==> config.mk <==
export PLATFORM = sky130hd
export DESIGN_NAME = fetch_unit_flat
export DESIGN_NICKNAME = d
export VERILOG_FILES = /design/src/rtl/fetch_unit_if.sv /design/src/rtl/fetch_unit.sv /design/src/flat_wrapper.sv
export SDC_FILE = /design/constraint.sdc
export NUM_CORES = 1
export LEC_CHECK = 0
export CORE_UTILIZATION = 53
export DETAILED_ROUTE_END_ITERATION = 6
export PLACE_DENSITY = 0.86
export RECOVER_POWER = 25
export SYNTH_ARGS = -nofsm -noshare
export SYNTH_HDL_FRONTEND = slang
export SYNTH_SLANG_ARGS = --single-unit
==> constraint.sdc <==
create_clock -name clk -period 12.5 [get_ports clk]
set_input_delay 3.75 -clock clk [delete_from_list [all_inputs] [get_ports clk]]
set_output_delay 3.75 -clock clk [all_outputs]
set_load 0.01 [all_outputs]
==> src/rtl/fetch_unit_if.sv <==
// Fetch-side bundle: instruction-memory address/data, redirect request and
// the decode valid/ready handshake carrying the buffered instruction and PC.
interface fetch_unit_if;
   logic [31:0] read_address;
   logic [31:0] instruction;
   logic        redirect;
   logic [31:0] redirect_target;
   logic        instr_valid;
   logic [31:0] instr_out;
   logic [31:0] pc_out;
   logic        instr_ready;
   logic [31:0] pc_plus4_out;

   modport master (
      output read_address, instr_valid, instr_out, pc_out, pc_plus4_out,
      input  instruction, redirect, redirect_target, instr_ready
   );

   modport slave (
      input  read_address, instr_valid, instr_out, pc_out, pc_plus4_out,
      output instruction, redirect, redirect_target, instr_ready
   );
endinterface

==> src/rtl/fetch_unit.sv <==
// Instruction fetch: owns the PC, holds the memory address for MEM_LATENCY
// cycles, then captures {pc, instruction} into a small decode-facing FIFO.
module fetch_unit #(
   parameter logic [31:0] RESET_PC    = 32'h0000_0000,
   parameter int unsigned MEM_LATENCY = 2,
   parameter int unsigned FIFO_DEPTH  = 2
) (
   input logic          clk,
   input logic          reset_n,
   fetch_unit_if.master bus
);

   localparam int unsigned AW  = $clog2(FIFO_DEPTH);
   localparam logic [3:0]  LAT = 4'(MEM_LATENCY);

   localparam logic [0:0] STATE_WAIT      = 1'b0;
   localparam logic [0:0] STATE_FULL_HOLD = 1'b1;

   logic [0:0]  state_q, state_d;
   logic [3:0]  cnt_q, cnt_d;
   logic [31:0] pc_q, pc_d;
   logic [AW:0] wr_ptr_q, wr_ptr_d;
   logic [AW:0] rd_ptr_q, rd_ptr_d;

   logic [31:0] instr_mem [FIFO_DEPTH];
   logic [31:0] pc_mem    [FIFO_DEPTH];

   logic fifo_empty, fifo_full, pop, capture, push_ok, push;
   logic [31:0] head_pc;

   always_comb begin
      fifo_empty = (wr_ptr_q == rd_ptr_q);
      fifo_full  = (wr_ptr_q[AW] != rd_ptr_q[AW]) &&
                   (wr_ptr_q[AW-1:0] == rd_ptr_q[AW-1:0]);
      pop        = !fifo_empty && bus.instr_ready;
      // FULL_HOLD is only entered with the counter already at zero
      capture    = (state_q == STATE_FULL_HOLD) || (cnt_q == 4'd0);
      push_ok    = !fifo_full || pop;
      push       = capture && push_ok && !bus.redirect;
   end

   always_comb begin
      state_d  = state_q;
      cnt_d    = cnt_q;
      pc_d     = pc_q;
      wr_ptr_d = wr_ptr_q;
      rd_ptr_d = rd_ptr_q;
      if (bus.redirect) begin
         pc_d     = bus.redirect_target & ~32'h3;
         cnt_d    = LAT;
         state_d  = STATE_WAIT;
         wr_ptr_d = '0;
         rd_ptr_d = '0;
      end else begin
         if (pop) rd_ptr_d = rd_ptr_q + (AW+1)'(1);
         if (capture) begin
            if (push_ok) begin
               wr_ptr_d = wr_ptr_q + (AW+1)'(1);
               pc_d     = pc_q + 32'd4;
               cnt_d    = LAT;
               state_d  = STATE_WAIT;
            end else begin
               state_d  = STATE_FULL_HOLD;
            end
         end else begin
            cnt_d = cnt_q - 4'd1;
         end
      end
   end

   always_ff @(posedge clk or negedge reset_n) begin
      if (!reset_n) begin
         state_q  <= STATE_WAIT;
         cnt_q    <= LAT;
         pc_q     <= RESET_PC;
         wr_ptr_q <= '0;
         rd_ptr_q <= '0;
      end else begin
         state_q  <= state_d;
         cnt_q    <= cnt_d;
         pc_q     <= pc_d;
         wr_ptr_q <= wr_ptr_d;
         rd_ptr_q <= rd_ptr_d;
      end
   end

   always_ff @(posedge clk) begin
      if (push) begin
         instr_mem[wr_ptr_q[AW-1:0]] <= bus.instruction;
         pc_mem[wr_ptr_q[AW-1:0]]    <= pc_q;
      end
   end

   // Empty FIFO presents zeros so outputs are defined straight out of reset
   assign head_pc          = fifo_empty ? '0 : pc_mem[rd_ptr_q[AW-1:0]];
   assign bus.instr_out    = fifo_empty ? '0 : instr_mem[rd_ptr_q[AW-1:0]];
   assign bus.pc_out       = head_pc;
   assign bus.pc_plus4_out = head_pc + 32'd4;
   assign bus.instr_valid  = !fifo_empty;
   assign bus.read_address = pc_q;

endmodule

==> src/flat_wrapper.sv <==
// flat-port wrapper written by rule: the top's interface ports become plain ports
module fetch_unit_flat 
#(
   parameter logic [31:0] RESET_PC    = 32'h0000_0000,
   parameter int unsigned MEM_LATENCY = 2,
   parameter int unsigned FIFO_DEPTH  = 2
)
  (clk, reset_n, bus_read_address, bus_instr_valid, bus_instr_out, bus_pc_out, bus_pc_plus4_out, bus_instruction, bus_redirect, bus_redirect_target, bus_instr_ready);
  fetch_unit_if bus_i ();
  input logic clk;
  input logic reset_n;
  output wire logic [$bits(bus_i.read_address)-1:0] bus_read_address;
  output wire logic [$bits(bus_i.instr_valid)-1:0] bus_instr_valid;
  output wire logic [$bits(bus_i.instr_out)-1:0] bus_instr_out;
  output wire logic [$bits(bus_i.pc_out)-1:0] bus_pc_out;
  output wire logic [$bits(bus_i.pc_plus4_out)-1:0] bus_pc_plus4_out;
  input wire logic [$bits(bus_i.instruction)-1:0] bus_instruction;
  input wire logic [$bits(bus_i.redirect)-1:0] bus_redirect;
  input wire logic [$bits(bus_i.redirect_target)-1:0] bus_redirect_target;
  input wire logic [$bits(bus_i.instr_ready)-1:0] bus_instr_ready;
  assign bus_read_address = bus_i.read_address;
  assign bus_instr_valid = bus_i.instr_valid;
  assign bus_instr_out = bus_i.instr_out;
  assign bus_pc_out = bus_i.pc_out;
  assign bus_pc_plus4_out = bus_i.pc_plus4_out;
  assign bus_i.instruction = bus_instruction;
  assign bus_i.redirect = bus_redirect;
  assign bus_i.redirect_target = bus_redirect_target;
  assign bus_i.instr_ready = bus_instr_ready;
  fetch_unit #(.RESET_PC(RESET_PC), .MEM_LATENCY(MEM_LATENCY), .FIFO_DEPTH(FIFO_DEPTH)) u_core (.clk(clk), .reset_n(reset_n), .bus(bus_i));
endmodule
==> results.sh <==
export IMPL_layout_commonest_cell="clkdlybuf4s50_1"
export IMPL_final_cell_mix="160 x clkdlybuf4s50_1, 124 x edfxtp_1, 72 x nand2_1, 71 x nor2_1, 39 x mux2i_1"
export IMPL_grt_pass1_vias=5821
export IMPL_hp_class="flop to flop"
export IMPL_post_dp_cell_area_um2=9790
export IMPL_cts_tree="built"
export IMPL_clk_latency_ns=0.42
export IMPL_grt_max_degree=70
export IMPL_power_density_nw_per_um2=185
export IMPL_grt_usage_pct=25.5
export IMPL_clkSinkCount=163
export IMPL_syn_inst=664
export IMPL_slew_headroom_pct=-41.2
export IMPL_irDropWorstVdd_uv=113
export IMPL_seq_area_frac_synth_pct=60.4
export IMPL_p_clk_share_pct=24.6
export IMPL_ys_warn_count=0
export IMPL_path_clk_slew_ns=0.06
export IMPL_synthAdderAreaFrac_pct=0.643
export IMPL_synth_area_leader_cell="edfxtp_1"
export IMPL_postCtsResizedCells=0
export IMPL_fin_area_um2=10300
export IMPL_vias_per_cell=5.71
export IMPL_final_hold_viol_count=0
export IMPL_die_area_um2=15200
export IMPL_synthSimpleGateAreaFrac_pct=15.0
export IMPL_drive_gt1_share_pct=7.44
export IMPL_initial_core_util_pct=55.3
export IMPL_fmax_mhz=119
export IMPL_end_kind="primary output"
export IMPL_clk_path_buf_depth=2
export IMPL_ys_flop_type="edfxtp_1"
export IMPL_worst_pin_slew_ns=2.12
export IMPL_syn_to_final_growth_pct=32.7
export IMPL_antenna_found_initial=1
export IMPL_gr_usage_met2_pct=43.1
export IMPL_wl_um=18900
export IMPL_grt_use_met1_pct=31.1
export IMPL_critPathRequiredTime_ns=8.75
export IMPL_io_pins=197
export IMPL_synth_cell_types=59
export IMPL_violations="capacitance limit, slew limit"
export IMPL_cts_buffers=17
export IMPL_place_hpwl_um=13400
export IMPL_setup_tns_ns=0
export IMPL_critPathKind="flop to primary output"
export IMPL_drt_pass1_iterations=5
export IMPL_gp_congestion=0.897
export IMPL_synthMuxAreaShare_pct=5.59
export IMPL_fin_hold_ws_ns=0.542
export IMPL_synthXorXnorAreaFrac_pct=6.71
export IMPL_cp_arrival_ns=4.64
export IMPL_grt_overflow=0
export IMPL_outcome="complete, but fails checks"
export IMPL_core_area_um2=14100
export IMPL_nNetsFinal=919
export IMPL_synth_area_leaders="edfxtp_1 48%, dfrtp_1 12%, mux2i_1 5.0%, xnor2_1 3.6%, nand2_1 3.5%"
export IMPL_vias=5942
export IMPL_drt_iter0_markers=434
export IMPL_p_int_mw=1.28
export IMPL_grt_pass1_wl_um=29100
export IMPL_final_antenna_net_count=0
export IMPL_finalSetupViolations=0
export IMPL_die_w_um=123
export IMPL_routed_wire_length_per_instance_um=18.2
export IMPL_finalCritPeriodShare_pct=67.1
export IMPL_crit_fanout=43
export IMPL_die_h_um=123
export IMPL_io_buffers=188
export IMPL_slew_viol_final=40
export IMPL_postSynthAreaPerCell_um2=11.7
export IMPL_hold_buffers=0
export IMPL_async_flop_share_pct=23.9
export IMPL_power_frac_seq_pct=37.8
export IMPL_cts_setup_buffers=0
export IMPL_drc=0
export IMPL_busiest_layer="met2"
export IMPL_root_buffer="clkbuf_16"
export IMPL_p_sw_share_pct=33.1
export IMPL_rsz0062_at_grt="false"
export IMPL_synth_top_area_share_pct=47.8
export IMPL_netlist_area_um2=7790
export IMPL_leakage_nw=3.68
export IMPL_synth_top_family_by_area="simple AND/OR/NAND/NOR gates"
export IMPL_ys_ff_latch=163
export IMPL_synth_edf_count=124
export IMPL_grt_util_met3_pct=5.86
export IMPL_cap_violations=1
export IMPL_cp_start_kind="flop"
export IMPL_htreeDepth=4
export IMPL_p_sw_mw=0.635
export IMPL_synth_compound_area_share_pct=8.59
export IMPL_fin_crit_ns=8.39
export IMPL_worst_clock_skew_ns=0.00932
export IMPL_p_comb_share_pct=37.5
export IMPL_row_count=43
-- kinds of logic (layout without fill, tap and decap cells) --
group	Yosys count	count (layout)
muxes	43	43
AOI/OAI and AO/OA	103	103
other	1	7
buffers and inverters	53	244
and+or+nand+nor	239	239
adders and majority gates	4	4
xor gates and xnor gates	58	58
DFF	163	163
-- routing by layer --
| layer | share of wire, % | vias up |
|---|---|---|
| met2 | 50 | 292 |
| met4 | 2.3 | 0 |
| li1 | - | 2774 |
| met3 | 8.1 | 41 |
| met5 | 0 | - |
| met1 | 40 | 2835 |
-- worst max-delay path, stage by stage (launching register included) --
cell	delay, ns
dfrtp_1	1.01
xor2_1	0.52
nor2_4	0.03
buf_4	0.30
or2_2	0.37
inv_1	0.08
ha_1	0.24
o2111ai_1	0.27
nor4_2	0.42
nand4_1	0.17
xnor2_1	0.21
clkdlybuf4s50_1	0.58
-- stage by stage --
stage	total power, mW	utilization (%)	instances	setup slack (ns)
after detailed placement	1.45	69.5	1008	4.67
after CTS	1.93	73.3	1040	4.21
after floorplan	1.07	-	669	3.49
after global placement	1.43	69.5	1008	4.78
after global routing	2.01	73.3	1041	3.95
final	1.92	73.3	1041	4.11
-- synth_stat cells (3+ instances only) --
master	count
a31oi_1	4
nor2_1	72
o211a_1	6
and2_1	3
nor3_1	8
o221ai_1	3
nand2_1	72
o21ai_1	3
nand3_1	16
xor2_1	24
nand2b_1	7
o21ai_0	36
or2_2	9
nand4_1	23
mux2i_1	39
ha_1	4
inv_1	18
buf_4	8
a32o_1	5
dfrtp_1	38
buf_2	10
edfxtp_1	124
clkbuf_1	15
mux2_2	4
nor2b_1	7
a21oi_1	31
and4_1	3
xnor2_1	32
-- power groups by stage --
| stage | combinational, mW | clock (mW) | sequential, mW |
|---|---|---|---|
| 2_1_floorplan | 0.359 | 0 | 0.713 |
| 6_report | 0.719 | 0.472 | 0.726 |
| 5_1_grt | 0.773 | 0.502 | 0.731 |
| 3_3_place_gp | 0.702 | 0 | 0.726 |
| 3_5_place_dp | 0.720 | 0 | 0.733 |
| 4_1_cts | 0.723 | 0.479 | 0.723 |
-- path summary, 6_finish.rpt --
kind,startpoint,end,slack (ns),cells past startpoint
hold / removal,u_core.cnt_q[3]$_DFFE_PN0P_,u_core.cnt_q[3]$_DFFE_PN0P_,0.54,1
hold reg to reg,u_core.cnt_q[3]$_DFFE_PN0P_,u_core.cnt_q[3]$_DFFE_PN0P_,0.54,1
max in group asynchronous,reset_n,u_core.rd_ptr_q[0]$_DFFE_PN0P_,7.06,1
setup reg to reg,u_core.wr_ptr_q[0]$_DFFE_PN0P_,u_core.instr_mem[0][29]$_DFFE_PP_,9.11,4
min in group asynchronous,reset_n,u_core.bus.read_address[26]$_DFFE_PN0P_,3.94,1
setup / recovery,u_core.wr_ptr_q[0]$_DFFE_PN0P_,bus_pc_plus4_out[26],4.11,11
-- final cells by class --
| type | instances | area (um2) |
|---|---|---|
| sequential | 163 | 4700 |
| fill | 942 | 3760 |
| multi-input combinational | 453 | 2880 |
| timing repair buffer | 193 | 1910 |
| clock buffer | 20 | 437 |
| tap | 180 | 225 |
| clock inverter | 12 | 108 |
| inverter | 19 | 71.3 |
| antenna | 1 | 2.50 |
-- sequential cells by signal, indices dropped and copies added (netlist names) --
name	cells
u_core.rd_ptr_q	2
u_core.pc_mem	60
u_core.wr_ptr_q	2
u_core.state_q	1
u_core.bus.read_address	30
u_core.cnt_q	4
u_core.instr_mem	64
No activity file was read; power rests on OpenSTA's default activity.
==> RTL change 1: new RTL, config.mk and constraints unchanged <==
`FIFO_DEPTH` is set to 2 in 2 places; all go to 4.
--- a/src/rtl/fetch_unit.sv
+++ b/src/rtl/fetch_unit.sv
@@ -4,5 +4,5 @@
    parameter logic [31:0] RESET_PC    = 32'h0000_0000,
    parameter int unsigned MEM_LATENCY = 2,
-   parameter int unsigned FIFO_DEPTH  = 2
+   parameter int unsigned FIFO_DEPTH  = 4
 ) (
    input logic          clk,
--- a/src/flat_wrapper.sv
+++ b/src/flat_wrapper.sv
@@ -4,5 +4,5 @@
    parameter logic [31:0] RESET_PC    = 32'h0000_0000,
    parameter int unsigned MEM_LATENCY = 2,
-   parameter int unsigned FIFO_DEPTH  = 2
+   parameter int unsigned FIFO_DEPTH  = 4
 )
   (clk, reset_n, bus_read_address, bus_instr_valid, bus_instr_out, bus_pc_out, bus_pc_plus4_out, bus_instruction, bus_redirect, bus_redirect_target, bus_instr_ready);
Function: same outputs for any inputs over 4 cycles, from zero or initial values and one cycle with reset_n low; that may be too few to reach the edited logic, so the function may still have changed.
==> RTL change 1 against the original RTL <==
Wire length is 46% higher. Cell area increased by 49%. Worst setup slack got worse by 0.37 ns. Die area grew 58%. Synthesized area grew 59%. Power grew 58%. Cell count increased by 23%. Sequential cell count increased by 126. Clock skew grew 0.0083 ns. Critical path type unchanged.
==> RTL change 1: results (changes against the original RTL) <==
* Status: finished, final reports clean
* Clock Path Buffers at 3 (+1)
* EDFF count, synth at 248 (+100%)
* Via count of the routed design at 7,280 (+23%)
* CP peak stage delay at 0.90 ns (-0.11 ns)
* Synth Area in Adders at 0.911% (+0.27 points)
* Synth cell count leaders: 248 x edfxtp_1, 55 x nand2_1, 54 x and2_1, 54 x mux4_2, 42 x xnor2_1
* First-pass GRT wire length at 42.8 mm (+47%)
* Count of cell types in the netlist at 47 (-20%)
* All-layer global routing usage at 23.7% (-1.8 points)
* Clk pwr at 0.854 mW (+81%)
* Design Area, Final at 15,400 µm² (+49%)
* Worst-case vdd ir drop at 0.132 mV (+17%)
* Initial DRC count at 584 (+35%)
* Crit share post-route at 70.1% (+3.0 points)
* Synth Area in Compound Gates at 2.13% (-6.5 points)
* Post-Syn Area per Cell at 16.4 µm² (+40%)
* Critical path's slowest cell: dfrtp_4
* Total number of yosys warnings at 0 (unchanged)
* Final WL at 27.6 mm (+46%)
* Pwr dens at 196 nW/µm² (+5.9%)
* Final Skew at 0.0176 ns (+0.00830 ns)
* DP Worst Slack at 4.30 ns (-0.370 ns)
* Xor and xnor fraction of the mapped netlist area at 4.60% (-2.1 points)
* Largest register FFs at 128 (+100%)
* Bufs and invs on worst path at 2 (-1)
* DP Area at 14,500 µm² (+48%)
* Slew @ Worst Pin at 1.05 ns (-1.06 ns)
* # fillers at 1,518 (+61%)
* Crit path DAT at 5.01 ns (+0.37 ns)
* Worst reg2reg setup slack at 8.22 ns (-0.89 ns)
* Largest cells by area after synthesis: edfxtp_1 60%, mux4_2 9.8%, dfrtp_1 8.1%, xnor2_1 3.0%, and2_1 2.7%
* Hold path depth at 1 (unchanged)
* Post_cts resized at 0 (unchanged)
* TritonRoute pass-1 iters at 4 (-1)
* Number of global-route vias before repair at 7,491 (+29%)
* Cells after DPL at 1,226 (+22%)
* Largest net degree at the start of global routing at 69 (-1.4%)
* CP Max Fanout at 33 (-23%)
* Sequential area share after synthesis at 68.6% (+8.2 points)
* Comb group at 0.978 mW (+36%)
* FF-to-FF Start: u_core.rd_ptr_q[0]
* Critical path capture point: bus_pc_plus4_out[26]
* Lkg Pwr at 5.17 nW (+41%)
* H-tree depth at 1 (-3)
* Gpl congestion at 0.802 (-11%)
* Switching share of power at 29.4% (-3.8 points)
* Cts bufs inserted at 29 (+12)
* DP Wirelength at 16.8 mm (+26%)
* Clk Latency, worst-skew pair at 0.54 ns (+0.12 ns)
* Cells on worst reg2reg path at 6 (+2)
* Cell family with most CP delay: simple AND/OR/NAND/NOR gates
* Fin Hold WS at 0.478 ns (-0.0638 ns)
* Share of layout cells above drive strength 1 at 13.0% (+5.5 points)
* Nets@finish at 1,021 (+11%)
* Mux cell area share after synthesis at 11.8% (+6.2 points)
* Routed vias/inst at 5.69 (-0.28%)
## RTL change 1: cell count changes after synthesis, moves of 30 or more
cell      unedited run  this run
mux4_2               0        54
nor2_1              72        29
o21ai_1              3        33
mux2i_1             39         1
and2_1               3        54
edfxtp_1           124       248
o21ai_0             36         0
## RTL change 1: kinds of logic after synthesis
logic type | after synthesis
adder cells (fa/ha/maj) | 9
other | 1
multiplexers | 65
XOR/XNOR | 64
flip-flops | 289
AND/OR/NAND/NOR | 218
AO/OA/AOI/OAI | 46
buffers and inverters | 61
## RTL change 1: layout make-up
class | count | share of cell area, %
timing repair buffer | 195 | 12.5
tap | 313 | 2.54
sequential | 289 | 55.0
antenna | 1 | 0.0162
clock buffer | 33 | 4.80
multi-input combinational | 408 | 23.4
clock inverter | 19 | 1.24
inverter | 21 | 0.511
## RTL change 1: routing by layer
layer  GRT usage (%)  vias up  wire length (µm)
met5               0        -                 0
met4            8.25        0               808
met3            3.67       64              1780
met2            40.1      290             13800
met1            31.5     3687             11200
li1                -     3239                 -
==> RTL change 2: new RTL, same settings <==
Without the edit above. Make the reset (`reset_n`) synchronous in one clocked block.
--- a/src/rtl/fetch_unit.sv
+++ b/src/rtl/fetch_unit.sv
@@ -69,5 +69,5 @@
    end
 
-   always_ff @(posedge clk or negedge reset_n) begin
+   always_ff @(posedge clk) begin
       if (!reset_n) begin
          state_q  <= STATE_WAIT;
Behaviour: differs if reset_n is asserted again (counterexample within 4 cycles, from zero or initial values and one cycle with reset_n low); with reset_n held inactive, the same outputs for 4 cycles.
==> RTL change 2 against the original RTL <==
Sequential cell count increased by 1. Worst setup slack improved by 0.42 ns. Wire length decreased by 2.0%. Critical path depth increased by 2. Register-to-register slack improved by 0.70 ns. Maximum frequency increased by 5.2%. Synthesized area decreased by 1.3%. First-iteration DRC count increased by 6.0%. Hold slack got worse by 0.028 ns. Cell area decreased by 0.94%.
Power is not compared: it rests on default switching activity, and its combinational part moved more than twofold at a synthesized area within 25%.
==> RTL change 2: results (changes against the original RTL) <==
* Status: finished, final reports clean
* CP peak stage delay at 0.57 ns (-0.44 ns)
* Share of layout cells above drive strength 1 at 7.10% (-0.34 points)
* Largest cells by area after synthesis: edfxtp_1 48%, dfxtp_1 10%, mux2i_1 7.6%, xnor2_1 3.6%, nor2_1 3.5%
* Hold Crit Endpoint: u_core.cnt_q[2]
* Nets@finish at 904 (-1.6%)
* Sequential area share after synthesis at 58.9% (-1.5 points)
* Hold path depth at 2 (+1)
* FFs w/ async S/R, synth at 0% (-24 points)
* Count of cell types in the netlist at 52 (-12%)
* Reg-to-Reg End: u_core.instr_mem[1][16]
* Hold-fix buffers at CTS at 0 (unchanged)
* Number of global-route vias before repair at 5,546 (-4.7%)
* Post-synth top flop: edfxtp_1
* Slew @ Worst Pin at 0.862 ns (-1.26 ns)
* Largest net degree at the start of global routing at 68 (-2.9%)
* Gpl congestion at 0.879 (-2.0%)
* Clk Latency, worst-skew pair at 0.42 ns (about the same)
* Clock Path Buffers at 2 (unchanged)
* Routed len/inst at 18.1 µm (-0.52%)
* Hold path startpoint: u_core.cnt_q[2]
* CP Max Fanout at 60 (+40%)
* Via count of the routed design at 5,825 (-2.0%)
* Crit path DAT at 4.22 ns (-0.42 ns)
* Cells on worst reg2reg path at 7 (+3)
* Initial DRC count at 460 (+6.0%)
* First-pass GRT wire length at 28.5 mm (-1.8%)
* All-layer global routing usage at 25.3% (-0.20 points)
* Critical path's slowest cell: clkdlybuf4s50_1
* FF-to-FF Start: u_core.cnt_q[0]
* Synth cell count leaders: 124 x edfxtp_1, 71 x nor2_1, 58 x mux2i_1, 40 x dfxtp_1, 33 x a21oi_1
* DP Wirelength at 12.7 mm (-5.0%)
* TritonRoute pass-1 iters at 5 (unchanged)
* Worst reg2reg setup slack at 9.81 ns (+0.70 ns)
* Final Skew at 0.00679 ns (-0.00253 ns)
* # fillers at 929 (-1.4%)
* # Post-CTS Setup Buffers at 0 (unchanged)
* DP Area at 9690 µm² (-1.1%)
-- RTL change 2: cell types whose count changed after synthesis, sizes merged, moves of 6 or more --
cell,change
nor3,+15
nand2,-43
dfxtp,+40
nand4,-8
and2,+6
dfrtp,-38
o211a,-6
or2,-8
mux2i,+19
nor4,+16
o21ai,-11
-- RTL change 2: power breakdown --
part	leakage, nW	internal, mW	switching, mW
Combinational	1.62	0.0592	0.0526
Sequential	1.46	0.602	0.0183
Clock	0.273	0.280	0.199
Total	3.36	0.941	0.270
-- RTL change 2: critical path, delay by kind of cell, from the launching register on --
kind / cells / cell delay (ns)
AOI/OAI and AO/OA: 2 / 0.56
xor gates and xnor gates: 2 / 0.27
adders and majority gates: 1 / 0.28
buffers and inverters: 4 / 1.14
DFF: 1 / 0.43
and+or+nand+nor: 4 / 1.05
-- RTL change 2: area by class of cell --
class                           count  area (µm²)  area share, %
Sequential cell                   164        4530           44.2
Multi-Input combinational cell    438        2930           28.6
Timing Repair Buffer              198        1960           19.1
Clock buffer                       24         503           4.91
Tap cell                          180         225           2.20
Inverter                           13        48.8          0.476
Clock inverter                      8        47.5          0.464
Antenna cell                        1        2.50         0.0244
-- RTL change 2: worst max path at each step --
stage / start / to / cells past startpoint
2_1_floorplan: bus_redirect / u_core.instr_mem[0][0] / 3
3_5_place_dp: u_core.wr_ptr_q[0] / bus_pc_plus4_out[22] / 13
5_1_grt: u_core.wr_ptr_q[0] / bus_pc_plus4_out[18] / 13
3_3_place_gp: u_core.wr_ptr_q[0] / bus_pc_plus4_out[18] / 13
6_report: u_core.wr_ptr_q[0] / bus_pc_plus4_out[22] / 13
4_1_cts: u_core.wr_ptr_q[0] / bus_pc_plus4_out[22] / 13
-- RTL change 2: cells by family after synthesis --
| logic type | count (synthesis) | synth area share, % |
|---|---|---|
| simple gates | 221 | 15.2 |
| flops | 164 | 58.9 |
| compound gates | 90 | 7.28 |
| mux | 60 | 7.85 |
| xor+xnor | 57 | 6.59 |
| buf+inv | 53 | 3.56 |
| fa+ha+maj | 4 | 0.651 |
| other cells | 1 | 0.0488 |
-- RTL change 2: layer usage --
layer	global-route usage (%)	up-vias	part of all wire, %
li1	-	2747	-
met1	33.5	2782	44
met2	40.3	267	48
met3	5.39	29	6.6
met4	10.3	0	1.6
met5	0	-	0
-- RTL change 2: stage by stage --
stage,hold WS [ns],worst slack [ns],power [mW],utilization (%),std cells
2_1_floorplan,0.454,3.50,0.678,-,655
3_3_place_gp,0.466,5.08,0.738,69.3,993
3_5_place_dp,0.486,4.96,0.742,69.3,993
4_1_cts,0.497,4.49,1.22,73.2,1025
5_1_grt,0.525,4.26,1.25,73.2,1026
6_report,0.514,4.53,1.21,73.2,1026
